## config.mk

```make
export PLATFORM = sky130hd
export DESIGN_NAME = dec_normalizer_seq
export DESIGN_NICKNAME = d
export VERILOG_FILES = /design/src/rtl/dec_normalizer_seq.sv
export SDC_FILE = /design/constraint.sdc
export NUM_CORES = 1
export LEC_CHECK = 0
export CAP_MARGIN = 5
export CELL_PAD_IN_SITES_DETAIL_PLACEMENT = 2
export CELL_PAD_IN_SITES_GLOBAL_PLACEMENT = 2
export CORE_ASPECT_RATIO = 0.8
export CORE_MARGIN = 4
export CORE_UTILIZATION = 25
export CTS_BUF_LIST = sky130_fd_sc_hd__clkbuf_4
export DETAILED_ROUTE_END_ITERATION = 8
export GPL_TIMING_DRIVEN = 0
export PLACE_DENSITY = 0.83
export SLEW_MARGIN = 15
export SYNTH_ARGS = -nofsm -noshare
export SYNTH_HDL_FRONTEND = slang
export SYNTH_SLANG_ARGS = --single-unit
```

## constraint.sdc

```tcl
create_clock -name clk -period 3 [get_ports clk]
set_input_delay 0.45 -clock clk [delete_from_list [all_inputs] [get_ports clk]]
set_output_delay 0.45 -clock clk [all_outputs]
set_load 0.02 [all_outputs]
```

## src/rtl/dec_normalizer_seq.sv

```systemverilog
// Sequential leading-zero normalizer for the two BCD operands of the decimal subtractor.
// One digit shift per cycle per channel, bounded by exponent (floor 0) and by NDIG-1 shifts.

module dec_norm_lane #(
  parameter int NDIG = 7,
  parameter int EW   = 8,
  parameter int SW   = $clog2(NDIG),
  parameter int MW   = 4*NDIG
) (
  input  logic          clk,
  input  logic          rst_n,
  input  logic          i_load,
  input  logic          i_run,
  input  logic          i_fin,
  input  logic [EW-1:0] i_e,
  input  logic [MW-1:0] i_m,
  output logic          o_need,
  output logic [EW-1:0] o_e,
  output logic [MW-1:0] o_m,
  output logic [SW-1:0] o_sh,
  output logic          o_zero,
  output logic          o_lim
);
  localparam logic [SW-1:0] SH_MAX = SW'(NDIG-1);

  logic [EW-1:0] r_e;
  logic [MW-1:0] r_m;
  logic [SW-1:0] r_sh;
  logic          r_zero, r_lim;
  logic          w_mnz, w_msd_z;

  assign w_mnz   = |r_m;
  assign w_msd_z = (r_m[MW-1:MW-4] == 4'd0);
  // sh only counts up from 0, so "!= max" is the same bound as "< NDIG-1"
  assign o_need  = w_mnz && w_msd_z && (r_e != '0) && (r_sh != SH_MAX);

  always_ff @(posedge clk) begin
    if (!rst_n) begin
      r_e <= '0; r_m <= '0; r_sh <= '0; r_zero <= 1'b0; r_lim <= 1'b0;
    end else if (i_load) begin
      r_e <= i_e; r_m <= i_m; r_sh <= '0; r_zero <= 1'b0; r_lim <= 1'b0;
    end else if (i_run) begin
      if (o_need) begin
        r_m  <= r_m << 4;
        r_e  <= r_e - 1'b1;
        r_sh <= r_sh + 1'b1;
      end
      if (i_fin) begin
        r_zero <= !w_mnz;
        r_lim  <= w_mnz && w_msd_z && (r_e == '0);
      end
    end
  end

  assign o_e    = r_e;
  assign o_m    = r_m;
  assign o_sh   = r_sh;
  assign o_zero = r_zero;
  assign o_lim  = r_lim;
endmodule

module dec_normalizer_seq #(
  parameter  int NDIG = 7,
  parameter  int EW   = 8,
  parameter  int SW   = $clog2(NDIG),
  localparam int MW   = 4*NDIG
) (
  input  logic          clk,
  input  logic          rst_n,
  input  logic          in_valid,
  output logic          in_ready,
  input  logic [EW-1:0] e1_in,
  input  logic [EW-1:0] e2_in,
  input  logic [MW-1:0] m1_in,
  input  logic [MW-1:0] m2_in,
  output logic          out_valid,
  input  logic          out_ready,
  output logic [EW-1:0] e1_out,
  output logic [EW-1:0] e2_out,
  output logic [MW-1:0] m1_out,
  output logic [MW-1:0] m2_out,
  output logic [SW-1:0] sh1,
  output logic [SW-1:0] sh2,
  output logic          zero1,
  output logic          zero2,
  output logic          lim1,
  output logic          lim2
);
  typedef enum logic [1:0] {IDLE, SHIFT, DONE} state_t;

  state_t r_state;
  logic   r_out_valid;

  logic [1:0][EW-1:0] w_e_in, w_e;
  logic [1:0][MW-1:0] w_m_in, w_m;
  logic [1:0][SW-1:0] w_sh;
  logic [1:0]         w_need, w_zero, w_lim;
  logic               w_acc, w_run, w_fin;

  assign in_ready = (r_state == IDLE) && rst_n;
  assign w_acc    = in_valid && in_ready;
  assign w_run    = (r_state == SHIFT);
  assign w_fin    = w_run && !(|w_need);

  assign w_e_in = {e2_in, e1_in};
  assign w_m_in = {m2_in, m1_in};

  for (genvar c = 0; c < 2; c++) begin : g_lane
    dec_norm_lane #(.NDIG(NDIG), .EW(EW), .SW(SW), .MW(MW)) u_lane (
      .clk(clk), .rst_n(rst_n), .i_load(w_acc), .i_run(w_run), .i_fin(w_fin),
      .i_e(w_e_in[c]), .i_m(w_m_in[c]), .o_need(w_need[c]), .o_e(w_e[c]),
      .o_m(w_m[c]), .o_sh(w_sh[c]), .o_zero(w_zero[c]), .o_lim(w_lim[c])
    );
  end

  always_ff @(posedge clk) begin
    if (!rst_n) begin
      r_state     <= IDLE;
      r_out_valid <= 1'b0;
    end else begin
      case (r_state)
        IDLE:  if (w_acc) r_state <= SHIFT;
        SHIFT: if (w_fin) begin
          r_state     <= DONE;
          r_out_valid <= 1'b1;
        end
        DONE:  if (out_ready) begin
          r_state     <= IDLE;
          r_out_valid <= 1'b0;
        end
        default: r_state <= IDLE;
      endcase
    end
  end

  assign out_valid = r_out_valid;
  assign e1_out = w_e[0];   assign e2_out = w_e[1];
  assign m1_out = w_m[0];   assign m2_out = w_m[1];
  assign sh1    = w_sh[0];  assign sh2    = w_sh[1];
  assign zero1  = w_zero[0]; assign zero2 = w_zero[1];
  assign lim1   = w_lim[0];  assign lim2  = w_lim[1];
endmodule
```

======== Word level (Yosys, flattened, before mapping) ========
Index checks and enable logic that the tools add are counted.
storage, ports and cells
  register bits after elaboration ......... 85
  output and inout bits ................... 84
  logic and storage cells ................. 79
cells by class
  add/sub/neg operators ................... 4
  equal/unequal tests ..................... 7
  multiplexer cells ....................... 19
  bitwise operators ....................... 1
  reductions and logical operators ........ 36
operators with widths
  cell                                                                 count
  28-bit 2-to-1 mux                                                    6
  28-bit OR reduction                                                  2
  8-bit 2-to-1 mux                                                     6
  8-bit zero test                                                      2
  8-bit nonzero test                                                   2
  8-bit by 1-bit subtractor with 8-bit output (second input constant)  2
  1-bit logical AND                                                    11
  2-bit AND reduction                                                  5
  4-bit zero test                                                      2
  2-bit nonzero test                                                   4
  3-bit by 1-bit adder with 3-bit output (second input constant)       2
  2-bit 2-to-1 mux                                                     3
  3-bit != test (second input constant)                                2
  2-bit one-hot mux with 3 select lines                                1
  3-bit AND reduction                                                  2
  2-bit by 1-bit != test with 1-bit output (second input constant)     2
  2-bit OR reduction                                                   2
  1-bit zero test                                                      3
  2-bit by 1-bit == test with 1-bit output (second input constant)     1
  2-bit == test (second input constant)                                1
  2-bit zero test                                                      1
  1-bit 2-to-1 mux                                                     2
  2-bit != test (second input constant)                                1
  1-bit one-hot mux with 2 select lines                                1
  1-bit inverter                                                       1

======== Depth between registers and ports, before layout ========
Gate-level depths: netlist of run 1.
  word-level depth ........................ 9
  mapped depth ............................ 9
  gate-level depth less buffers ........... 7

======== Cells and area by module ========
From an unflattened synthesis of run 1, not the netlist that was laid out.
second synthesis, totals
  cell total of the unflattened synthesis .. 519
  area total of the unflattened synthesis .. 4,142.7 um^2
modules (own cells, without submodules)
  module                             instances  cells an instance  area an instance (um^2)  sequential area each (um^2)
  dec_norm_lane at g_lane[0].u_lane  1          251                1,994.4                  820.8
  dec_norm_lane at g_lane[1].u_lane  1          252                1,986.9                  820.8
  dec_normalizer_seq                 1          16                 161.4                    60.1

======== Worst setup path before layout of run 1 ========
Ideal clock, no wire load.
  path type ............................... input port to flip-flop
  from .................................... input port rst_n
  to ...................................... register g_lane[0].u_lane.r_sh[2]
  arrival time ............................ 2,258 ps
  data required time ...................... 2,884 ps
  path slack .............................. 626 ps
  stages .................................. 8
  path buffers ............................ 2
  cell sequence ........................... clkbuf_1 -> nor3b_1 -> nand2_1 -> and2_0 -> buf_1 -> nand2_1 -> a21oi_1 -> a31o_2
between the ends
  word-level cells in the longest chain between the ends .. 3
  elaborated cells between the ends (all ways) .. 4
RTL lines
  what                                 line  text
  from (decl)                          69    input logic rst_n,
  1-bit logical AND                    100   assign in_ready = (r_state == IDLE) && rst_n;
  via in_ready                         71    output logic in_ready,
  1-bit logical AND                    101   assign w_acc = in_valid && in_ready;
  2-bit OR reduction (no source line)  --
  to (signal assigned)                 46    r_sh <= r_sh + 1'b1;
  to (decl)                            28    logic [SW-1:0] r_sh;
The timed path passes the listed nets, and every way through them passes these cells.
A chain may end at the register's enable or synchronous reset.

======== Worst setup path in the final report of run 1 ========
  from .................................... register g_lane[0].u_lane.r_e[2]
  to ...................................... register g_lane[0].u_lane.r_m[21]
between the ends
  word-level cells in the longest chain between the ends .. 5
RTL lines
  what                                  line  text
  from (decl)                           26    logic [EW-1:0] r_e;
  from (signal assigned)                45    r_e <= r_e - 1'b1;
  8-bit nonzero test                    35    assign o_need = w_mnz && w_msd_z && (r_e != '0) && (r_sh != SH_MAX);
  1-bit logical AND (2 in series)       35
  2-bit nonzero test (no source line)   --
  2-bit AND reduction (no source line)  --
  to (signal assigned)                  44    r_m <= r_m << 4;
  to (decl)                             27    logic [MW-1:0] r_m;
No other way between the ends.

==> run metrics, run 1 <==
outcome completed; number of routed nets with antenna violations 0; critical path fanouts, max 10; Sw Share approximately 36%; vias in the first global route slightly below 5000; Syn. warnings 0; sequential share of the synthesized area approximately 42%; cell total after placement 835; P_leak between 0.002 and 0.0025 µW; fmax 355 MHz; CTS Sinks 85; I/O Pins 160; Mapped Cells between 400 and 500; RR Endpoint g_lane[0].u_lane.o_m[21]$_SDFFE_PN0P_; Power Density about 540 nW/µm²; Area contributors post-synth dfxtp_1, mux2i_1, o21ai_0; Netlist cell types between 40 and 50; Worst-Skew Late Latency between 0.4 and 0.5 ns; share of layout cells above drive strength 1 approximately 4.7%; DRT Pass-1 Iters 5; die area ~18000 µm²; drt wl/cell roughly 21 µm; fin crit share roughly 94%; min cycle time layout roughly 2.8 ns; Post-route DRC 0; global-route wire length before repair ~28 mm; Initial DRC Count around 160; CP Cell Sequence nor4_1 -> nand3_1 -> and2_1 -> nand3_1 -> buf_4 -> buf_4 -> mux2i_1 -> a21oi_1; Reg2Reg Setup Slack 0.18 ns; largest net degree at the start of global routing 14; Cell Rows 41; syn avg cell area around 9 µm²; max-slew violation count 0; Fin. Hold Viols 0; R2R Path Start g_lane[0].u_lane.o_e[2]$_SDFFE_PN0P_; Die Span Y 122 µm; antenna violations before repair 1; CTS Buf Count 9; Worst path slowest cell nor4_1; Post-synth ARST share 0%; hpwl dp roughly 14 mm; Yosys reg bits 85; area share of the largest cell type after synthesis a little over two fifths; Worst Reg-to-Reg Cells 8; grt ovf 0; clk root buf clkbuf_4; GRT Util Overall 19.8%; syn nets approximately 550; H-Tree Depth 3; Power Total ~3300 µW; count leader, synth dfxtp_1; Initial Util 25.6%; commonest register cell after synthesis dfxtp_1; worst relative slew slack 40.7%; Syn-to-layout area delta 49.7%; Worst Path Arrival between 3 and 4 ns; routability-driven placement congestion ratio approximately 0.83; non-filler cells, final approximately 850; skew final roughly 0.024 ns; drt total wl approximately 18 mm; HP Start g_lane[0].u_lane.o_lim$_SDFFE_PP0P_; Synth area leader dfxtp_1; Comb power frac 34.5%; Commonest cells post-synth dfxtp_1, o21ai_0, a21oi_1, mux2i_1, nand2_1; EDFF count, synth 0; via count ~4300; VDD IR-drop max between 0.0002 and 0.00025 V; Net count, final about 720; max-cap violation count 0; CTS Hold Buffers Added 0; CP Launch Type flop; hold worst-path end g_lane[0].u_lane.o_lim$_SDFFE_PP0P_; Setup crit end kind flop; switching power around 1200 µW; number of port buffers 158; CTS tree built; Int Pwr 2100 µW; Die W ~150 µm; clock slew at reported path FFs roughly 0.14 ns; post-layout util a little under two fifths; Finish-stage setup viols 0; TNS Setup 0 ns; Core Area around 16000 µm²; Setup CP Type flop to flop; Hold Path Class flop to flop; Clk pwr share 23.1%; worst slew pin tran around 0.88 ns; Worst Hold Depth 2; CTS max path bufs 2; register share of total power a little over two fifths; highest cell delay on the worst timing path approximately 0.79 ns; drt via density around 5.1; Worst EP required 3.33 ns; worst path bufs/invs 2; area of the mapped netlist 4040 µm²; Worst path top cell family by delay simple AND/OR/NAND/NOR gates
[registers in the layout, indices dropped and copies added, names as in the netlist]
signal and count:
g_lane.u_lane.o_sh 6, g_lane.u_lane.o_e 16, g_lane.u_lane.o_lim 2, out_valid 1
g_lane.u_lane.o_zero 2, g_lane.u_lane.o_m 56, r_state 2
[metrics by stage]
step | cell area, µm² | setup slack (ns) | hold slack, ns
floorplan | 4040 | 0.626 | 0.505
global placement | 5890 | 0.250 | 0.459
detailed placement | 5890 | 0.207 | 0.464
CTS | 6040 | 0.255 | 0.489
global route | 6050 | -0.0541 | 0.478
finish | 6050 | 0.181 | 0.490
[timing repair]
action	in CTS	in global routing
buffers inserted	0	0
resized for setup	0	1
setup endpoints to repair	0	2
[cell families after synthesis]
kind of cell    share of synthesized area (%)
flops                                    42.1
mux                                      10.4
fa+ha+maj                                2.48
simple gates                             15.1
compound gates                           22.2
xor+xnor                                 2.60
buf+inv                                  5.08
[worst max path at each step]
stage / to / from / depth (start not counted)
final: g_lane[0].u_lane.o_m[21]$_SDFFE_PN0P_ / g_lane[0].u_lane.o_e[2]$_SDFFE_PN0P_ / 8
after CTS: g_lane[0].u_lane.o_m[21]$_SDFFE_PN0P_ / g_lane[0].u_lane.o_e[2]$_SDFFE_PN0P_ / 8
after floorplan: g_lane[0].u_lane.o_sh[2]$_SDFFE_PP0P_ / rst_n / 8
after global routing: g_lane[0].u_lane.o_m[21]$_SDFFE_PN0P_ / g_lane[0].u_lane.o_e[2]$_SDFFE_PN0P_ / 8
after global placement: g_lane[0].u_lane.o_m[27]$_SDFFE_PN0P_ / rst_n / 7
after detailed placement: g_lane[0].u_lane.o_m[27]$_SDFFE_PN0P_ / rst_n / 7
[power groups by stage]
stage	registers, µW	clock network (µW)	logic, µW
3_5_place_dp	1410	0	1120
5_1_grt	1410	825	1220
3_3_place_gp	1400	0	1080
6_report	1390	753	1130
4_1_cts	1390	774	1130
2_1_floorplan	1500	0	483
[routing by layer]
layer  global-route usage, %  vias up  share of wire (%)
li1                        -     2029                  -
met1                    26.0     2145                 46
met2                    32.0      109                 47
met3                    4.98       25                4.8
met4                    6.00        0                2.1
met5                       0        -                  0
[layout make-up]
class,count,area [µm²]
Fill cell,1813,9750
Multi-Input combinational cell,333,2140
Sequential cell,85,1700
Timing Repair Buffer,158,1580
Tap cell,215,269
Buffer,35,171
Clock inverter,5,76.3
Clock buffer,10,75.1
Inverter,9,33.8
Antenna cell,1,2.50
[tightest hold or removal path, stage by stage, from the launching register on]
cell	delay, ns
dfxtp_1	0.34
nand2_1	0.06
mux2i_1	0.06
[cell usage in the layout, fill, tap and decap left out, types with 3 or more instances in the layout]
master and instances:
nand3_1 10, nor3_1 5, clkdlybuf4s50_1 158, clkbuf_4 10, inv_1 9, o21a_1 3, nand4b_1 4, xnor2_1 5
nand2_1 31, a211oi_1 6, a21boi_1 4, mux2i_1 42, buf_6 4, o21ai_0 68, or4_1 7, and2_1 6
xor2_1 7, ha_1 8, a21oi_1 65, clkbuf_1 25, nor4_1 13, nor2_1 16, nand4_1 7, dfxtp_1 85
Power figures use the tool's default switching activity.
==> inputs of run 2 (changes only) <==
--- a/config.mk
+++ b/config.mk
@@ -15,6 +15,7 @@
 export DETAILED_ROUTE_END_ITERATION = 8
 export GPL_TIMING_DRIVEN = 0
 export PLACE_DENSITY = 0.83
+export SKIP_CTS_REPAIR_TIMING = 1
 export SLEW_MARGIN = 15
 export SYNTH_ARGS = -nofsm -noshare
 export SYNTH_HDL_FRONTEND = slang
==> results of run 2 <==
Same layout as run 1: the final DEF is identical, and so are final timing and power.
